==> src/rtl/imem_fetch.sv <==
// Instruction fetch front end: holds the fetch PC, addresses imem and buffers {pc, instr} in a prefetch FIFO for decode.
// Optional feature: define FETCH_MISALIGN_EN to trap misaligned redirect targets in a FAULT state.
module imem_fetch #(
    parameter int          N        = 32,
    parameter int          AW       = 6,
    parameter int          DEPTH    = 2,
    parameter logic [63:0] RESET_PC = 64'd0
) (
    input  logic          clk,
    input  logic          reset_n,
    output logic [AW-1:0] imem_addr,
    input  logic [N-1:0]  imem_q,
    input  logic          redirect_i,
    input  logic [63:0]   redirect_pc_i,
    output logic          inst_valid_o,
    input  logic          inst_ready_i,
    output logic [N-1:0]  inst_o,
    output logic [63:0]   inst_pc_o,
    output logic          fault_o
);

    localparam int PW = (DEPTH > 1) ? $clog2(DEPTH) : 1;
    localparam int CW = $clog2(DEPTH + 1);
    localparam logic [CW-1:0] DEPTH_C = CW'(DEPTH);
    localparam logic [PW-1:0] LAST_C  = PW'(DEPTH - 1);

    typedef enum logic {
        S_RUN,
        S_FAULT
    } state_t;

    state_t        state, state_nxt;
    logic [63:0]   fetch_pc, fetch_pc_nxt;
    logic [63:0]   target_pc;
    logic          push, pop, flush;
    logic [PW-1:0] wr_ptr, rd_ptr;
    logic [CW-1:0] count;

    logic [N-1:0]  mem_instr [DEPTH];
    logic [63:0]   mem_pc    [DEPTH];

    function automatic logic [PW-1:0] ptr_inc(input logic [PW-1:0] p);
        return (p == LAST_C) ? '0 : p + 1'b1;
    endfunction

`ifdef FETCH_MISALIGN_EN
    assign target_pc = redirect_pc_i;
`else
    // Low bits are dropped so a misaligned target simply fetches its aligned word.
    assign target_pc = redirect_pc_i & ~64'd3;
`endif

    assign imem_addr    = fetch_pc[AW+1:2];
    assign inst_valid_o = (count != '0);
    assign pop          = inst_valid_o && inst_ready_i;
    assign inst_o       = inst_valid_o ? mem_instr[rd_ptr] : '0;
    assign inst_pc_o    = inst_valid_o ? mem_pc[rd_ptr]    : '0;

`ifdef FETCH_MISALIGN_EN
    assign fault_o = (state == S_FAULT);
`else
    assign fault_o = 1'b0;
`endif

    // Redirect wins over fetch; a full FIFO may still push when the head leaves this cycle.
    always_comb begin
        // NOTE: every output of this block gets a default first so no path infers a latch.
        state_nxt    = state;
        fetch_pc_nxt = fetch_pc;
        push         = 1'b0;
        flush        = 1'b0;
        if (redirect_i) begin
            flush        = 1'b1;
            fetch_pc_nxt = target_pc;
`ifdef FETCH_MISALIGN_EN
            state_nxt    = (target_pc[1:0] != 2'b00) ? S_FAULT : S_RUN;
`else
            state_nxt    = S_RUN;
`endif
        end else if (state == S_RUN && (count < DEPTH_C || pop)) begin
            push         = 1'b1;
            fetch_pc_nxt = fetch_pc + 64'd4;
        end
    end

    always_ff @(posedge clk or negedge reset_n) begin
        if (!reset_n) begin
            state    <= S_RUN;
            fetch_pc <= RESET_PC;
            wr_ptr   <= '0;
            rd_ptr   <= '0;
            count    <= '0;
        end else begin
            // NOTE: sequential state uses non-blocking assignments so every register samples pre-edge values.
            state    <= state_nxt;
            fetch_pc <= fetch_pc_nxt;
            if (flush) begin
                wr_ptr <= '0;
                rd_ptr <= '0;
                count  <= '0;
            end else begin
                if (push) wr_ptr <= ptr_inc(wr_ptr);
                if (pop)  rd_ptr <= ptr_inc(rd_ptr);
                unique case ({push, pop})
                    2'b10:   count <= count + 1'b1;
                    2'b01:   count <= count - 1'b1;
                    default: count <= count;
                endcase
            end
        end
    end

    // NOTE: FIFO storage is not reset; count gates every read, so stale contents are never visible.
    always_ff @(posedge clk) begin
        if (push) begin
            mem_instr[wr_ptr] <= imem_q;
            mem_pc[wr_ptr]    <= fetch_pc;
        end
    end

endmodule

==> config.mk <==
export PLATFORM = sky130hd
export DESIGN_NAME = imem_fetch
export DESIGN_NICKNAME = d
export VERILOG_FILES = /design/src/rtl/imem_fetch.sv
export SDC_FILE = /design/constraint.sdc
export NUM_CORES = 1
export LEC_CHECK = 0
export BUFFER_PORTS_ARGS = -buffer_cell sky130_fd_sc_hd__buf_2
export CORE_MARGIN = 5
export CORE_UTILIZATION = 45
export DETAILED_ROUTE_END_ITERATION = 8
export PLACE_DENSITY = 0.74
export SETUP_SLACK_MARGIN = 0.3
export SYNTH_ARGS = -nofsm -noshare
export SYNTH_HDL_FRONTEND = slang
export SYNTH_SLANG_ARGS = --single-unit
export TNS_END_PERCENT = 10
==> constraint.sdc <==
create_clock -name clk -period 8.27 [get_ports clk]
set_input_delay 0.4135 -clock clk [delete_from_list [all_inputs] [get_ports clk]]
set_output_delay 0.4135 -clock clk [all_outputs]
set_load 0.1 [all_outputs]
# Word level (Yosys, flattened, before mapping)
# Memories as Yosys holds them, arrays and structs flattened.
# Cells that the tools add are included.
# totals
ff_bits	68
latch_bits	0
ram_bits	192
romBits	0
input_bits	100
mem_count	2
# mem_list
memory	depth	word_bits	rd	rd_ports_with_merged_regs	wr	line	text
mem_pc	2	64	1	0	1	40	logic [63:0] mem_pc [DEPTH];
mem_instr	2	32	1	0	1	39	logic [N-1:0] mem_instr [DEPTH];
# op_classes
add_sub_neg	5
n_mul	0
n_div	0
n_lt_le_gt_ge	1
n_eq_ne	2
n_shift	0
n_mux	17
bitwise	0
n_reduce_logical	7
# ops
cell	n
2-to-1 mux 64 bit	3
adder 64 x 3 -> 64 bit (second input constant)	1
2-to-1 mux 32 bit	1
2-to-1 mux 1 bit	11
nonzero test 2 bit	4
case mux 2 bit (2 select lines)	1
nonzero test 3 bit	1
adder 1 bit (second input constant)	2
adder 2 x 1 -> 2 bit (second input constant)	1
== test 2 x 1 -> 1 bit (second input constant)	1
== test 2 bit (second input constant)	1
less-than comparator 2 bit (second input constant)	1
2-to-1 mux 2 bit	1
subtractor 2 x 1 -> 2 bit (second input constant)	1
logical AND 1 bit	1
logical OR 1 bit	1

# Longest topological paths before layout
# logic_depth
ltp_word	8
depth_mapped	8

# Worst setup path after synthesis
# Ideal clock, no wire load.
# synth_timing
path_type	input port to flip-flop
startpoint	input redirect_i
endpoint	memory mem_instr[0][0], enable pin
setup_time_ns	0.662
t_arrival_ns	7.388
t_required_ns	7.608
path_slack_ns	0.219
path_stages	4
path_buffers	3
path_cell_list	clkbuf_1 -> clkbuf_1 -> clkbuf_1 -> nor3_1
# synth_via
elab_chain_len	3
# synth_rtl
item	line	text
start: declaration	13	input logic redirect_i,
2-to-1 mux 1 bit	72	if (redirect_i) begin
2-to-1 mux 1 bit	115	if (push) begin
2-to-1 mux 1 bit (not written as such)	116	mem_instr[wr_ptr] <= imem_q;
end: declaration	39	
# No other way between the ends.

# Worst setup path in the final report
# layout_timing
startpoint	register rd_ptr
endpoint	output inst_pc_o[32]
# layout_via
elab_chain_len	2
# layout_rtl
item	line	text
start: declaration	36	logic [PW-1:0] wr_ptr, rd_ptr;
start signal: assignment	103	if (pop) rd_ptr <= ptr_inc(rd_ptr);
memory read (2 x 64 bit)	n/a	
2-to-1 mux 64 bit	57	assign inst_pc_o = inst_valid_o ? mem_pc[rd_ptr] : '0;
end: declaration	18	output logic [63:0] inst_pc_o,
# No other way between the ends.

==> flow_summary.ini <==
[status]
outcome = completed

[timing]
clock-skew-final_ps = 12.8
post-route-min-period_ps = 3560
hold_viol_final = 0
tightestPinTransition_ps = 1140
final_min_period_over_clock_period = 0.430
rsz0062_at_grt = no
slew_headroom = 0.233
fmax_ghz = 0.281
timing_max_transition_violations_final = 0
hold_slack_ps = 74.2
finalSetupViolations = 0
final.setup.tns_ps = 0

[critical_path]
worst_setup_path_start_kind = flop
worst_ep_required_time_ps = 7860
timing.critical_path.fanout_max = 54
worstSetupPathType = flop to output pin
crit_arrival_ps = 3150
critPathCaptureType = output pin

[synthesis]
most_numerous_cell_in_the_yosys_netlist = sky130_fd_sc_hd__edfxtp_1
synthCells = 873
post-synth-top-area-fraction = 0.515
proportion_of_register_bits_with_asynchronous_set_or_reset_after_synthesis = 0.260
syn_avg_cell_area_um2 = 12.6
yosys_register_bits = 254
yosys_most_used_dff = sky130_fd_sc_hd__edfxtp_1
yosysWarnings = 0
synth_adder_area_share = 0.00114
post_synth_num_cell_types = 39
number_of_enable_flip_flop_cells_after_synthesis = 188
synthXorXnorAreaFrac = 0.0288
synth.area.mux_share = 0.0867
synth_area_leader_cell = sky130_fd_sc_hd__edfxtp_1
mappedNetlistArea_um2 = 11000
synthTopCellsByArea = sky130_fd_sc_hd__edfxtp_1 51%, sky130_fd_sc_hd__dfrtp_1 15%, sky130_fd_sc_hd__mux2i_1 8.7%, sky130_fd_sc_hd__nor2_1 4.6%, sky130_fd_sc_hd__nand2_1 2.4%
main_combinational_cell_family_by_area_after_synthesis = simple AND/OR/NAND/NOR gates
post_synth_most_frequent_cells = 188 x sky130_fd_sc_hd__edfxtp_1, 135 x sky130_fd_sc_hd__nor2_1, 95 x sky130_fd_sc_hd__mux2i_1
synth_seq_area_share = 0.666
synth_compound_gate_area_share = 0.0467
yosys.area_share.simple = 0.145

[cts]
postCtsSetupRepairBufs = 0
clockRootBuffer = sky130_fd_sc_hd__clkbuf_16
ctsLongestPathBuffers = 3
post_cts_resize_count = 0
clock_buffers_created_by_tritoncts = 26
cts_tree = yes
clk_sinks = 254
post_cts_hold_buffer_count = 0
clock_latency_on_the_worst_skew_pair_ps = 520
clock_tree.htree_level_count = 1
clk_pin_slew_worst_paths_ps = 60

[hold_path]
hold_class = input port to asynchronous set/reset pin

[global_routing]
number_of_antenna_violations_at_the_first_check_in_global_routing = 1
global_route.overflow_total = 0
gr-usage-all-layers = 0.181
number_of_global_route_vias_before_repair = 7381
grt_first_pass_wirelength_um = 40300
grt_start_max_net_pins = 79

[power]
leakagePower_nw = 4.97
max_rail_drop_vdd_uv = 128
powerDensity_nw_per_um2 = 274

[cells_and_area]
final_nets = 1157
areaGrowthSynthToFinish_pct = 19.6
share_of_cells_above_drive_strength_1 = 0.238
antenna_cells_inserted = 0

[detailed_routing]
drc = 0
drt_pre_antenna_iters = 5
post_drt_wl_per_cell_um = 18.4
wire_length_reported_by_the_detailed_router_um = 25700
ant_nets = 0
detailroute.via_count = 7540
via_per_inst = 5.39
drt-initial-drc-count = 525

[place]
gp_congestion = 0.868
portBuffers = 198
hpwlAfterDp_um = 17100

[run]
maxCapViolCount = 0

[die]
num_rows = 57
io_pins = 204
die-area_um2 = 27600
dieHeight_um = 166
horizontal_die_dimension_um = 166
initial_core_util = 0.454
floorplan.core_area_um2 = 24200
[where the power goes]
part           leakage (nW)  internal (mW)  switching [mW]  total (mW)
Combinational          2.00          0.149           0.654       0.803
Sequential             2.53           1.49          0.0868        1.58
Clock                 0.440          0.749           0.465        1.21
Total                  4.97           2.39            1.21        3.59
[critical path, stage by stage (launching register included)]
cell	delay, ps
sky130_fd_sc_hd__dfrtp_4	1070
sky130_fd_sc_hd__buf_4	720
sky130_fd_sc_hd__mux2i_1	170
sky130_fd_sc_hd__nor2_1	150
sky130_fd_sc_hd__buf_2	450
[path summary, 6_finish.rpt]
check | start | end | slack (ps) | depth (start not counted)
worst max-delay path | rd_ptr | inst_pc_o[32] | 4710 | 4
worst min-delay path | reset_n | fetch_pc[50] | 70 | 2
worst min register to register | fetch_pc[12] | mem_pc[0][12] | 540 | 0
worst max register to register | fetch_pc[2] | fetch_pc[62] | 5500 | 5
min in group clk | imem_q[0] | mem_instr[0][0] | 90 | 1
max in group asynchronous | reset_n | rd_ptr | 7520 | 2
[area by class of cell]
class / instances / area [um2]
timing repair buffer: 206 / 1050
fill: 2028 / 11100
sequential: 254 / 7300
inverter: 11 / 41.3
clock buffer: 31 / 691
tap: 324 / 405
clock inverter: 16 / 204
multi-input combinational: 557 / 3420
[registers in the layout, indices dropped and copies added (netlist names)]
name and flops:
fetch_pc 62, wr_ptr 1, mem_pc 124, mem_instr 64, rd_ptr 1, count 2
[cell families (layout without fill, tap and decap cells)]
family          after synthesis  after routing
other cells                   1              3
xor+xnor                     36             36
compound gates               89             89
flops                       254            254
fa+ha+maj                     1              1
simple gates                333            333
buf+inv                      64            264
mux                          95             95
[per-stage QoR]
| stage | setup WS [ps] | instance area [um2] | power, mW | utilization | std cells |
|---|---|---|---|---|---|
| after floorplan | 3110 | 11000 | 2.24 | - | 875 |
| after global placement | 5160 | 12200 | 2.40 | 0.505 | 1352 |
| after detailed placement | 5170 | 12200 | 2.41 | 0.505 | 1352 |
| after CTS | 4630 | 13100 | 3.63 | 0.542 | 1399 |
| after global routing | 4520 | 13100 | 3.74 | 0.542 | 1399 |
| final | 4710 | 13100 | 3.59 | 0.542 | 1399 |
[per-layer routing]
metal | part of all wire | vias up | track usage
li1 | - | 3563 | -
met1 | 0.44 | 3674 | 0.253
met2 | 0.47 | 252 | 0.285
met3 | 0.066 | 49 | 0.0388
met4 | 0.029 | 2 | 0.0574
met5 | 0.00027 | - | 0
[layout by cell type (no fill, tap or decap), drive strengths merged, types with 2 or more instances in the layout]
cell type and n:
edfxtp 188, xnor2 24, conb 3, o21ai 47, nand2b 2, nor3 9
clkbuf 31, nand3 23, a21oi 3, and4 4, dfrtp 66, or3b 2
xor2 12, or4 15, and3 13, bufinv 5, nand4 25, inv 11
nand2 70, nor4 15, buf 206, a31oi 25, clkinv 10, o31ai 12
nor2 135, or3 16, mux2i 95
(Power assumes the default switching activity.)
